**src/rtl/prog_loader.sv**
```systemverilog
// Byte-stream program loader: takes a length byte, N 16-bit words (high byte first) and
// an XOR checksum, writes the words to instruction memory, then starts the processor.
module prog_loader #(
   parameter logic [7:0] BASE_ADDR = 8'h00
) (
   input  logic        clock,
   input  logic        reset,
   input  logic        rx_valid,
   input  logic [7:0]  rx_data,
   output logic        rx_ready,
   input  logic        reload,
   output logic        mem_we,
   output logic [7:0]  mem_addr,
   output logic [15:0] mem_wdata,
   output logic        start,
   output logic        enable,
   output logic        done,
   output logic        err
);

   localparam logic [2:0] ST_LEN  = 3'd0;
   localparam logic [2:0] ST_HI   = 3'd1;
   localparam logic [2:0] ST_LO   = 3'd2;
   localparam logic [2:0] ST_CHK  = 3'd3;
   localparam logic [2:0] ST_GO   = 3'd4;
   localparam logic [2:0] ST_DONE = 3'd5;
   localparam logic [2:0] ST_ERR  = 3'd6;

   // Handshake: a byte moves on a rising edge only when rx_valid and rx_ready are both 1;
   // rx_ready is registered and depends only on the loader state, never on rx_valid.
   logic [2:0]  state_q, state_d;
   logic        rx_ready_q, rx_ready_d;
   logic [8:0]  n_q, n_d;
   logic [8:0]  idx_q, idx_d;
   logic [7:0]  hi_q, hi_d;
   logic [7:0]  xor_q, xor_d;
   logic        mem_we_q, mem_we_d;
   logic [7:0]  mem_addr_q, mem_addr_d;
   logic [15:0] mem_wdata_q, mem_wdata_d;
   logic        start_q, start_d;
   logic        enable_q, enable_d;
   logic        done_q, done_d;
   logic        err_q, err_d;
   logic        xfer;

   assign xfer = rx_valid & rx_ready_q;

   always_comb begin
      state_d     = state_q;
      n_d         = n_q;
      idx_d       = idx_q;
      hi_d        = hi_q;
      xor_d       = xor_q;
      mem_we_d    = 1'b0;
      mem_addr_d  = mem_addr_q;
      mem_wdata_d = mem_wdata_q;
      start_d     = 1'b0;
      enable_d    = enable_q;
      done_d      = done_q;
      err_d       = err_q;

      case (state_q)
         ST_LEN: if (xfer) begin
            n_d     = (rx_data == 8'h00) ? 9'd256 : {1'b0, rx_data};
            xor_d   = xor_q ^ rx_data;
            state_d = ST_HI;
         end
         ST_HI: if (xfer) begin
            hi_d    = rx_data;
            xor_d   = xor_q ^ rx_data;
            state_d = ST_LO;
         end
         ST_LO: if (xfer) begin
            xor_d       = xor_q ^ rx_data;
            mem_we_d    = 1'b1;
            mem_wdata_d = {hi_q, rx_data};
            mem_addr_d  = BASE_ADDR + idx_q[7:0];
            idx_d       = idx_q + 9'd1;
            state_d     = ((idx_q + 9'd1) < n_q) ? ST_HI : ST_CHK;
         end
         ST_CHK: if (xfer) begin
            if (rx_data == xor_q) begin
               start_d  = 1'b1;
               enable_d = 1'b1;
               done_d   = 1'b1;
               state_d  = ST_GO;
            end else begin
               err_d    = 1'b1;
               state_d  = ST_ERR;
            end
         end
         ST_GO: state_d = ST_DONE;
         ST_DONE, ST_ERR: if (reload) begin
            done_d     = 1'b0;
            err_d      = 1'b0;
            enable_d   = 1'b0;
            xor_d      = 8'h00;
            idx_d      = 9'd0;
            mem_addr_d = BASE_ADDR;
            state_d    = ST_LEN;
         end
         default: state_d = ST_LEN;
      endcase

      rx_ready_d = (state_d == ST_LEN) || (state_d == ST_HI) ||
                   (state_d == ST_LO)  || (state_d == ST_CHK);
   end

   always_ff @(posedge clock) begin
      if (!reset) begin
         state_q     <= ST_LEN;
         rx_ready_q  <= 1'b0;
         n_q         <= 9'd0;
         idx_q       <= 9'd0;
         hi_q        <= 8'h00;
         xor_q       <= 8'h00;
         mem_we_q    <= 1'b0;
         mem_addr_q  <= BASE_ADDR;
         mem_wdata_q <= 16'h0000;
         start_q     <= 1'b0;
         enable_q    <= 1'b0;
         done_q      <= 1'b0;
         err_q       <= 1'b0;
      end else begin
         state_q     <= state_d;
         rx_ready_q  <= rx_ready_d;
         n_q         <= n_d;
         idx_q       <= idx_d;
         hi_q        <= hi_d;
         xor_q       <= xor_d;
         mem_we_q    <= mem_we_d;
         mem_addr_q  <= mem_addr_d;
         mem_wdata_q <= mem_wdata_d;
         start_q     <= start_d;
         enable_q    <= enable_d;
         done_q      <= done_d;
         err_q       <= err_d;
      end
   end

   assign rx_ready  = rx_ready_q;
   assign mem_we    = mem_we_q;
   assign mem_addr  = mem_addr_q;
   assign mem_wdata = mem_wdata_q;
   assign start     = start_q;
   assign enable    = enable_q;
   assign done      = done_q;
   assign err       = err_q;

endmodule

```
**config.mk**
```make
export PLATFORM = sky130hd
export DESIGN_NAME = prog_loader
export DESIGN_NICKNAME = d
export VERILOG_FILES = /design/src/rtl/prog_loader.sv
export SDC_FILE = /design/constraint.sdc
export NUM_CORES = 1
export LEC_CHECK = 0
export ABC_AREA = 0
export CAP_MARGIN = 20
export CORE_ASPECT_RATIO = 1.4
export CORE_UTILIZATION = 44
export DETAILED_ROUTE_END_ITERATION = 8
export HOLD_SLACK_MARGIN = 0.06
export PLACE_DENSITY = 0.67
export SLEW_MARGIN = 20
export SYNTH_ARGS = -nofsm -noshare
export SYNTH_HDL_FRONTEND = slang
export SYNTH_SLANG_ARGS = --single-unit
export TNS_END_PERCENT = 10
```
**constraint.sdc**
```tcl
create_clock -name clock -period 3.1 [get_ports clock]
set_clock_uncertainty 0.1 [all_clocks]
set_input_delay 0.465 -clock clock [delete_from_list [all_inputs] [get_ports clock]]
set_output_delay 0.465 -clock clock [all_outputs]
set_load 0.005 [all_outputs]
```
# --- Yosys cells after proc, flatten, opt, wreduce, memory -nomap -nowiden ---
# Index checks and enable logic that the tools add are counted.
totals:
  ff_bits: 66
  input_bits: 12
  out_inout_bits: 30
  wordCells: 78
classes:
  bitwise_logic: 2
  n_reduce_logical: 20
  order_cmp: 1
  n_addsub: 1
  muxes: 26
  eq_ne: 16
ops:
  columns: ["cell", "n"]
  rows:
  - ["$pmux W8 S2", 2]
  - ["$mux W9", 3]
  - ["$mux W8", 3]
  - ["$pmux W3 S6", 1]
  - ["$pmux W9 S2", 1]
  - ["$mux W3", 5]
  - ["$eq A3 B2 Y1 const B", 4]
  - ["$ne A2 B2 Y1 const B", 5]
  - ["$add A9 B1 Y9 const B", 1]
  - ["$eq A3 B3 Y1 const B", 3]
  - ["$lt A9 B9 Y1", 1]
  - ["$reduce_and A3 Y1", 3]
  - ["$eq A8 B8 Y1", 1]
  - ["$logic_not A8 Y1", 1]
  - ["$reduce_and A2 Y1", 4]
  - ["$reduce_and A4 Y1", 2]
  - ["$xor A8 B8 Y8", 1]
  - ["$mux W1", 7]
  - ["$eq A3 B1 Y1 const B", 2]
  - ["$logic_not A3 Y1", 2]
  - ["$reduce_bool A2 Y1", 3]
  - ["$mux W2", 2]
  - ["$pmux W1 S2", 2]
  - ["$logic_or A1 B1 Y1", 3]
  - ["4 further kinds", 4]

# --- Depth between registers and ports, before layout ---
# Gate-level depths: netlist (run 1).
depth:
  ltp_word: 9
  ltp_mapped: 10
  mapped_depth_nobuf: 10

# --- Least setup slack after synthesis (run 1) ---
# No wires, ideal clock.
synth_path:
  path_kind: "flip-flop to flip-flop"
  from: "register idx_q[0]"
  to: "register state_q[1]"
  setup_ns: 0.120
  path_stages_with_launch: 11
  period_less_slack_ns: 2.149
  n_path_buf: 0
  arrival_ns: 1.928
  slack_ns: 0.951
  t_required_ns: 2.880
  path_cell_list: "dfxtp_1 > ha_1 > and3_1 > and3_1 > and3_1 > xor2_1 > ha_1 > o211ai_1 > o21ai_0 > a21oi_1 > a21oi_1"
synth_via:
  elab_chain_len: 5
synth_lines:
  columns: ["element", "line", "source"]
  rows:
  - ["start: declaration", "34", "logic [8:0] idx_q, idx_d;"]
  - ["start signal: assignment", "128", "idx_q <= idx_d;"]
  - ["$add A9 B1 Y9", "79", "state_d = ((idx_q + 9'd1) < n_q) ? ST_HI : ST_CHK;"]
  - ["$lt A9 B9 Y1", "79", null]
  - ["$mux W2", "79", null]
  - ["$mux W3", "73", "ST_LO: if (xfer) begin"]
  - ["$pmux W3 S6", "62", "case (state_q)"]
  - ["end signal: assignment", "125", "state_q <= state_d;"]
  - ["end: declaration", "31", "logic [2:0] state_q, state_d;"]
# Every way passes these cells.
# A chain may end at the register's enable or synchronous reset.

# --- Final worst setup path (run 1) ---
# Ends and elaborated chain as after synthesis.

==> qor.csv, run 1 <==
metric,value,unit
die_w,70.78,µm
vias_per_cell,5.370,
post_drt_wl_per_cell,14.21,µm
hold_viol,0,
vias,2422,
endpoint_kind,register,
avgSynthCellArea,8.647,µm²
cts_resized,0,
slew_viol_final,0,
crit_path_max_fanout,7,
tritoncts,done,
rsz0062_at_grt,no,
fp.coreArea,0.006296,mm²
antenna_found_initial,0,
p_per_area,490.9,mW/mm²
synth_nets,358,
synth_enable_flop_cells,0,
dr.pass1.iters,7,
syn_inst,337,
setup_tns,0,ns
cpPeakStageDelay,0.44,ns
antenna_cells,0,
fmax,398.1,MHz
gp_congestion,0.8067,
yosysMostFrequentCell,dfxtp_1,
irDropWorstVdd,0.0002990,V
fin_nets,396,
cp_slowest_cell,dfxtp_1,
die-area,0.006957,mm²
r2r_cells,10,
synth-main-ff-cell,dfxtp_1,
clk_latency,0.34,ns
drc_errors,0,
drive_gt1_frac,0.05541,
yosysSeqAreaShare,0.4534,
clock_sinks,66,
synthTopCellsByCount,"66 x dfxtp_1, 41 x nand2_1, 39 x nor2_1, 33 x a21oi_1",
syn_area,0.002914,mm²
leakagePower,1.363,nW
critPathCapture,state_q[1]$_SDFF_PN0_,
grt_max_degree,48,
yosys-top-cells-area,"dfxtp_1 45%, a21oi_1 5.7%, mux2i_1 5.5%",
overflow,0,
grt_pass1_wl,10.75,mm
cp.depth,10,
portBuffers,41,
crit_type,register to register,
grt_pass1_vias,2295,
syn_to_final_growth,21.81,%
ant_nets,0,
hold_buffers,0,
tightest_slew,0.8447,ns
slew_headroom,0.4348,
cts-buffers-inserted,9,
r2r-start,idx_q[0]$_SDFFE_PN0P_,
htreeDepth,3,
worst-r2r-setup-slack,0.59,ns
grt.total_usage,0.1977,
clk_pin_slew,0.07,ns
worstPathRequired,3.22,ns
worst_ep_arrival_time,2.63,ns
status,completed,
setup_viol,0,
wl,6.408,mm
worstPathCellList,"ha_1, and3_1, and3_1, and3_1, xor2_1, ha_1, nand3_1, o21ai_0, a21oi_1, a21oi_1",
ys_ff_latch,66,
path_buf_inv,0,
period_minus_slack,2.512,ns
synth_top_area_share,0.4534,
hpwl,4.337,mm
final_util,0.5638,
initial_core_util,0.4628,
clockBufferDepth,2,
worstReg2RegEnd,state_q[1]$_SDFF_PN0_,
postCtsSetupRepairBufs,0,
period_share,0.8103,
maxCapViolCount,0,
yosysTopAreaCell,dfxtp_1,
min_path_type,register to register,
dr.first_iter.drc_count,126,
synthDistinctLibCells,42,
cp-start-kind,register,
synth_warnings,0,
crit_start,idx_q[0]$_SDFFE_PN0P_,
root_buffer,clkbuf_8,
async_flop_share,0,
ioPinCount,42,
die_height,98.29,µm
cp_top_family,simple AND/OR/NAND/NOR gates,
crit_top_cell,and3_1,
num_rows,34,
==> kinds of logic (layout without fill, tap and decap cells) <==
| kind of cell | after synthesis | count (layout) | synth area share |
|---|---|---|---|
| AO/OA/AOI/OAI | 78 | 78 | 0.1653 |
| buffers and inverters | 34 | 76 | 0.05453 |
| flip-flops | 66 | 66 | 0.4534 |
| XOR/XNOR | 12 | 12 | 0.03607 |
| adder cells (fa/ha/maj) | 10 | 10 | 0.04208 |
| AND/OR/NAND/NOR | 121 | 121 | 0.1936 |
| multiplexers | 16 | 16 | 0.05496 |
==> area by class of cell <==
| class | count | area (µm²) |
|---|---|---|
| fill | 603 | 2746 |
| multi-input combinational | 237 | 1434 |
| sequential | 66 | 1321 |
| timing repair buffer | 45 | 440.4 |
| clock buffer | 13 | 168.9 |
| tap | 72 | 90.09 |
| inverter | 16 | 60.06 |
| clock inverter | 2 | 35.03 |
==> layout by cell type, fill, tap and decap left out, types with 3 or more instances in the layout <==
master           instances
o21ai_0                 15
mux2i_1                 16
a21oi_1                 33
a22o_1                  12
nand3_1                  9
dfxtp_1                 66
a22oi_1                  3
xnor2_1                  7
and2_1                   3
buf_4                    4
nor2_1                  39
nand2_1                 41
and3_1                   6
nand2b_1                 5
inv_1                   16
ha_1                     9
nand3b_1                 4
nand4_1                  3
clkdlybuf4s50_1         41
xor2_1                   5
clkbuf_8                12
==> worst min-delay path by stage <==
stage | end | depth (start not counted) | startpoint
4_1_cts | err$_SDFFE_PN0P_ | 2 | err$_SDFFE_PN0P_
3_3_place_gp | err$_SDFFE_PN0P_ | 2 | err$_SDFFE_PN0P_
6_report | err$_SDFFE_PN0P_ | 2 | err$_SDFFE_PN0P_
2_1_floorplan | mem_wdata[10]$_SDFFE_PN0P_ | 2 | hi_q[2]$_SDFFE_PN0P_
5_1_grt | mem_wdata[13]$_SDFFE_PN0P_ | 2 | hi_q[5]$_SDFFE_PN0P_
3_5_place_dp | err$_SDFFE_PN0P_ | 2 | err$_SDFFE_PN0P_
==> worst min-delay path: stages, from the launching register on <==
cell and delay, ns:
dfxtp_1 0.31, inv_1 0.05, a21oi_1 0.05
==> flip-flops by register name, indices dropped and copies added (netlist names) <==
register   count
n_q            9
state_q        3
xor_q          8
idx_q          9
start          1
done           1
mem_wdata     16
rx_ready       1
err            1
mem_addr       8
hi_q           8
mem_we         1
==> power breakdown <==
group          internal, mW  switching [mW]  leakage [nW]
sequential            0.863          0.0131         0.534
clock                 0.432           0.317         0.106
combinational        0.0511          0.0663         0.724
total                  1.35           0.396          1.36
==> metal layers <==
metal	GRT usage	wire, µm
met3	0.04954	242
met2	0.3247	3151
met5	0	0
met1	0.2395	2860
met4	0.09538	153
==> through the flow <==
stage / instances / total power [mW] / cell area [µm²] / worst slack, ns / hold slack [ns]
after floorplan: 337 / 0.9689 / 2914 / 0.9515 / 0.3312
after global placement: 436 / 1.010 / 3346 / 0.5458 / 0.3323
after detailed placement: 436 / 1.013 / 3346 / 0.5060 / 0.3364
after CTS: 451 / 1.760 / 3550 / 0.5872 / 0.3472
after global routing: 451 / 1.818 / 3550 / 0.3905 / 0.3713
final: 451 / 1.743 / 3550 / 0.5882 / 0.3428
Note: power is estimated with default switching activity, not from simulation.
==> run 2, diff against run 1 <==
- PLACE_DENSITY: 0.67 -> 0.69
- clock period: 3.1 -> 2.2 ns (I/O delays scaled with it)
==> run 2 against run 1 <==
Compared with the run above:
- the flow now finishes with violations (DRC)
- routed wire length rose by 4.8%
- register-to-register slack got worse by 0.53 ns
- core utilization rose by 4.5 points
- die area did not move
==> qor.csv, run 2 (synthesized netlist as in run 1, its figures left out) <==
metric,value,unit,change
status,"complete, but fails checks",,was completed
violations,DRC,,
drive_gt1_frac,0.1589,,was 0.05541
cp-start-kind,register,,unchanged
maxCapViolCount,0,,unchanged
crit_type,register to register,,unchanged
leakagePower,1.488,nW,was 1.363 nW
critPathCapture,state_q[1]$_SDFF_PN0_,,unchanged
ioPinCount,42,,unchanged
setup_viol,0,,unchanged
clk_pin_slew,0.07,ns,about the same
clock_sinks,66,,unchanged
die-area,0.006957,mm²,unchanged
largest_reg_flops,16,,unchanged
crit_path_max_fanout,3,,was 7
fmax,466.1,MHz,was 398.1 MHz
period_minus_slack,2.145,ns,was 2.512 ns
crit_top_cell,and3_4,,was and3_1
hold_buffers,0,,unchanged
r2r-start,idx_q[0]$_SDFFE_PN0P_,,unchanged
dr.pass1.iters,8,,was 7
worst-r2r-setup-slack,0.05,ns,was 0.59 ns
tritoncts,done,,unchanged
min_path_type,register to register,,unchanged
period_share,0.9751,,was 0.8103
endpoint_kind,register,,unchanged
worstPathRequired,2.33,ns,was 3.22 ns
place_inst,461,,was 436
final_area,0.003835,mm²,was 0.003550 mm²
worst_ep_arrival_time,2.28,ns,was 2.63 ns
setup_tns,0,ns,unchanged
dpl-instance-area,0.003546,mm²,was 0.003346 mm²
cp_slowest_cell,dfxtp_2,,was dfxtp_1
wl,6.718,mm,was 6.408 mm
final_common_cell,dfxtp_1,,unchanged
timing.hold.ws,0.3507,ns,was 0.3428 ns
grt.total_usage,0.2024,,was 0.1977
overflow,0,,unchanged
initial_core_util,0.4628,,unchanged
vias,2583,,was 2422
grt_pass1_wl,11.03,mm,was 10.75 mm
fp.coreArea,0.006296,mm²,unchanged
p_per_area,602.6,mW/mm²,was 490.9 mW/mm²
final_cell_mix,"64 x dfxtp_1, 41 x nand2_1, 41 x clkdlybuf4s50_1",,"was 66 x dfxtp_1, 41 x nand2_1, 41 x clkdlybuf4s50_1"
slew_headroom,0.6469,,was 0.4348
worstReg2RegEnd,state_q[1]$_SDFF_PN0_,,unchanged
slew_viol_final,0,,unchanged
fin_nets,425,,was 396
die_w,70.78,µm,unchanged
root_buffer,clkbuf_8,,unchanged
r2r_cells,10,,unchanged
die_height,98.29,µm,unchanged
antenna_found_initial,0,,unchanged
drc_errors,2,,was 0
grt_max_degree,48,,unchanged
htreeDepth,3,,unchanged
ant_nets,0,,unchanged
vias_per_cell,5.370,,about the same
irDropWorstVdd,0.0004461,V,was 0.0002990 V
worstPathCellList,"ha_4, and3_4, and3_4, and3_4, xor2_4, ha_4, o211ai_1, o21ai_1, a21oi_2, a21oi_1",,"was ha_1, and3_1, and3_1, and3_1, xor2_1, ha_1, nand3_1, o21ai_0, a21oi_1, a21oi_1"
syn_to_final_growth,31.60,%,was 21.81%
cts-buffers-inserted,9,,unchanged
tightest_slew,0.5291,ns,was 0.8447 ns
clk_latency,0.35,ns,was 0.34 ns
portBuffers,41,,unchanged
antenna_cells,0,,unchanged
clockBufferDepth,2,,unchanged
dr.first_iter.drc_count,114,,was 126
hold_viol,0,,unchanged
grt_pass1_vias,2494,,was 2295
cpPeakStageDelay,0.34,ns,was 0.44 ns
finalPower,2.311,mW,was 1.743 mW
post_drt_wl_per_cell,13.97,µm,was 14.21 µm
gp_congestion,0.8469,,was 0.8067
crit_start,idx_q[0]$_SDFFE_PN0P_,,unchanged
finalNonFillerCells,481,,was 451
hpwl,4.725,mm,was 4.337 mm
num_rows,34,,unchanged
[run 2: changes by cell type in the layout (fill, tap and decap cells not counted), sizes merged]
cell,before,now
clkinv,1,3
bufinv,1,0
clkinvlp,0,2
clkbuf,13,11
buf,4,33
[run 2: cell type report]
type,count,area (µm²)
Multi-Input combinational cell,237,1519
Tap cell,72,90.09
Fill cell,570,2461
Clock buffer,11,141.4
Timing Repair Buffer,74,670.6
Inverter,16,60.06
Clock inverter,5,30.03
Sequential cell,66,1324
[run 2: worst min path at each step]
stage                                           from                    endpoint  slack (ns)  depth (start not counted)
after global routing            hi_q[0]$_SDFFE_PN0P_   mem_wdata[8]$_SDFFE_PN0P_        0.37                          2
after detailed placement  mem_wdata[11]$_SDFFE_PN0P_  mem_wdata[11]$_SDFFE_PN0P_        0.35                          2
after floorplan                 hi_q[2]$_SDFFE_PN0P_  mem_wdata[10]$_SDFFE_PN0P_        0.33                          2
after global placement              err$_SDFFE_PN0P_            err$_SDFFE_PN0P_        0.33                          2
after CTS                       hi_q[2]$_SDFFE_PN0P_  mem_wdata[10]$_SDFFE_PN0P_        0.35                          2
final                           hi_q[2]$_SDFFE_PN0P_  mem_wdata[10]$_SDFFE_PN0P_        0.35                          2
[run 2: metal layers]
metal | wire length, µm | vias up | GRT usage
met5 | 0 | - | 0
met4 | 185 | 0 | 0.1138
met3 | 262 | 20 | 0.05057
met2 | 3459 | 53 | 0.3580
met1 | 2810 | 1220 | 0.2162
li1 | - | 1290 | -
[run 2: power breakdown]
| part | switching (mW) | internal (mW) | total (mW) |
|---|---|---|---|
| Combinational | 0.101 | 0.0906 | 0.192 |
| Clock | 0.454 | 0.433 | 0.887 |
| Sequential | 0.0159 | 1.22 | 1.23 |
[run 2: worst max-delay path: cells and delay by family (launching register included)]
kind,cells,cell delay (ns)
AOI/OAI and AO/OA,4,0.61
adders and majority gates,2,0.32
and+or+nand+nor,3,0.51
DFF,1,0.34
xor gates and xnor gates,1,0.16
[run 2: metrics by stage]
| step | worst slack (ns) | utilization |
|---|---|---|
| floorplan | 0.05146 | - |
| global placement | -0.1214 | 0.5632 |
| detailed placement | -0.1634 | 0.5632 |
| CTS | 0.001985 | 0.6014 |
| global route | -0.006289 | 0.6091 |
| finish | 0.05467 | 0.6091 |
[run 2: what timing repair did]
item / 4_1_cts / 5_1_grt
pin swaps: 6 / 9
buffers inserted: 1 / 3
gates resized for setup: 12 / 5
endpoints found under the setup margin: 2 / 1
==> run 3, diff against run 2 <==
- RECOVER_POWER: not set -> 50
==> run 3 against run 2 <==
Compared with the run above:
- the flow still finishes with violations (DRC)
- power down 0.27%
- register-to-register slack about the same
- via count down 0.19%
- sequential share of layout area up 0.20 points
- highest routed layer unchanged
==> qor.csv, run 3 (synthesized netlist as in run 1, its figures left out) <==
metric,value,unit,change
status,"complete, but fails checks",,unchanged
violations,DRC,,unchanged
drc_errors,2,,unchanged
vias_per_cell,5.360,,was 5.370
antenna_cells,0,,unchanged
slew_viol_final,0,,unchanged
worst_ep_arrival_time,2.27,ns,was 2.28 ns
clock_sinks,66,,unchanged
setup_viol,0,,unchanged
dr.pass1.iters,8,,unchanged
hold_buffers,0,,unchanged
multi_input_area,0.001514,mm²,was 0.001519 mm²
worstPathRequired,2.33,ns,about the same
dpl-instance-area,0.003546,mm²,unchanged
cp-start-kind,register,,unchanged
num_rows,34,,unchanged
period_share,0.9724,,was 0.9751
grt_max_degree,48,,unchanged
worstPathCellList,"ha_4, and3_4, and3_4, and3_4, xor2_4, ha_4, o211ai_1, o21ai_1, a21oi_2, a21oi_1",,unchanged
syn_to_final_growth,30.83,%,was 31.60%
maxCapViolCount,0,,unchanged
hpwl,4.725,mm,unchanged
place_inst,461,,unchanged
largest_reg_flops,16,,unchanged
tritoncts,done,,unchanged
htreeDepth,3,,unchanged
fmax,467.4,MHz,was 466.1 MHz
cpPeakStageDelay,0.34,ns,about the same
seq_area,0.001324,mm²,unchanged
fp.coreArea,0.006296,mm²,unchanged
drive_gt1_frac,0.1467,,was 0.1589
endpoint_kind,register,,unchanged
finalNonFillerCells,481,,unchanged
nFillCells,575,,was 570
overflow,0,,unchanged
clk_latency,0.34,ns,was 0.35 ns
p_per_area,604.6,mW/mm²,was 602.6 mW/mm²
crit_type,register to register,,unchanged
die_height,98.29,µm,unchanged
fin_nets,425,,unchanged
post_drt_wl_per_cell,14.00,µm,was 13.97 µm
wl,6.734,mm,was 6.718 mm
dr.first_iter.drc_count,127,,was 114
final_common_cell,dfxtp_1,,unchanged
slew_headroom,0.6351,,was 0.6469
crit_path_max_fanout,3,,unchanged
grt.total_usage,0.2024,,unchanged
period_minus_slack,2.139,ns,was 2.145 ns
leakagePower,1.574,nW,was 1.488 nW
root_buffer,clkbuf_8,,unchanged
hold_viol,0,,unchanged
ioPinCount,42,,unchanged
cp_slowest_cell,dfxtp_2,,unchanged
die-area,0.006957,mm²,unchanged
die_w,70.78,µm,unchanged
antenna_found_initial,0,,unchanged
tightest_slew,0.5468,ns,was 0.5291 ns
irDropWorstVdd,0.0004448,V,was 0.0004461 V
post-place-ws,-0.1634,ns,unchanged
clk_pin_slew,0.07,ns,about the same
final_cell_mix,"64 x dfxtp_1, 41 x nand2_1, 37 x nor2_1",,"was 64 x dfxtp_1, 41 x nand2_1, 41 x clkdlybuf4s50_1"
ant_nets,0,,unchanged
grt_pass1_vias,2494,,unchanged
path_buf_inv,0,,unchanged
setup_tns,0,ns,unchanged
vias,2578,,was 2583
gp_congestion,0.8469,,unchanged
clockBufferDepth,2,,unchanged
cts-buffers-inserted,9,,unchanged
layout_setup_ws,0.06068,ns,was 0.05467 ns
grt_pass1_wl,11.03,mm,unchanged
initial_core_util,0.4628,,unchanged
crit_top_cell,and3_4,,unchanged
portBuffers,41,,unchanged
cp_top_family,compound AO/OA/AOI/OAI gates,,unchanged
final_area,0.003812,mm²,was 0.003835 mm²
min_path_type,register to register,,unchanged
-- run 3: cell count changes in the layout (fill, tap and decap cells not counted), sizes merged --
| cell | before | now |
|---|---|---|
| clkbuf | 11 | 16 |
| dlygate4sd3 | 0 | 32 |
| buf | 33 | 28 |
| clkdlybuf4s50 | 41 | 9 |
-- run 3: stage by stage --
step	power, mW	util	hold WS, ns
6_report	2.305	0.6055	0.3502
5_1_grt	2.404	0.6055	0.3729
4_1_cts	2.331	0.6014	0.3549
3_5_place_dp	1.447	0.5632	0.3465
3_3_place_gp	1.443	0.5632	0.3300
2_1_floorplan	1.365	-	0.3312
-- run 3: worst paths after layout --
kind	startpoint	to	slack, ns	cells past startpoint
max reg2reg	idx_q[0]$_SDFFE_PN0P_	state_q[1]$_SDFF_PN0_	0.06	10
min	hi_q[2]$_SDFFE_PN0P_	mem_wdata[10]$_SDFFE_PN0P_	0.35	2
min reg2reg	hi_q[2]$_SDFFE_PN0P_	mem_wdata[10]$_SDFFE_PN0P_	0.35	2
max	idx_q[0]$_SDFFE_PN0P_	state_q[1]$_SDFF_PN0_	0.06	10
-- run 3: final cells by class --
cell class              instances  share of cell area
multi-input cells             237              0.3971
flip-flops and latches         66              0.3472
repair buffers                 74              0.1713
clock buffers                  11             0.03709
well taps                      72             0.02363
inverters                      16             0.01575
clock inverters                 5            0.007877
-- run 3: metal layers --
layer | vias up | wire length (µm) | track usage
li1 | 1291 | - | -
met2 | 55 | 3470 | 0.3580
met3 | 23 | 236 | 0.05057
met1 | 1209 | 2803 | 0.2162
met4 | 0 | 224 | 0.1138
met5 | - | 0 | 0
-- run 3: timing repair --
item / 4_1_cts / 5_1_grt
gates cloned: 0 / 0
setup buffers: 1 / 3
endpoints found under the setup margin: 2 / 1
resized for setup: 12 / 5
pin swaps: 6 / 9
-- run 3: worst register-to-register path, stage by stage, from the launching register on --
cell,delay (ns)
dfxtp_2,0.34
ha_4,0.16
and3_4,0.17
and3_4,0.15
and3_4,0.19
xor2_4,0.16
ha_4,0.16
o211ai_1,0.23
o21ai_1,0.13
a21oi_2,0.16
a21oi_1,0.08
-- run 3: power breakdown --
part	switching (mW)	total, mW	internal (mW)
Combinational	0.101	0.188	0.0871
Sequential	0.0157	1.23	1.22
Clock	0.452	0.885	0.433
Total	0.568	2.30	1.74
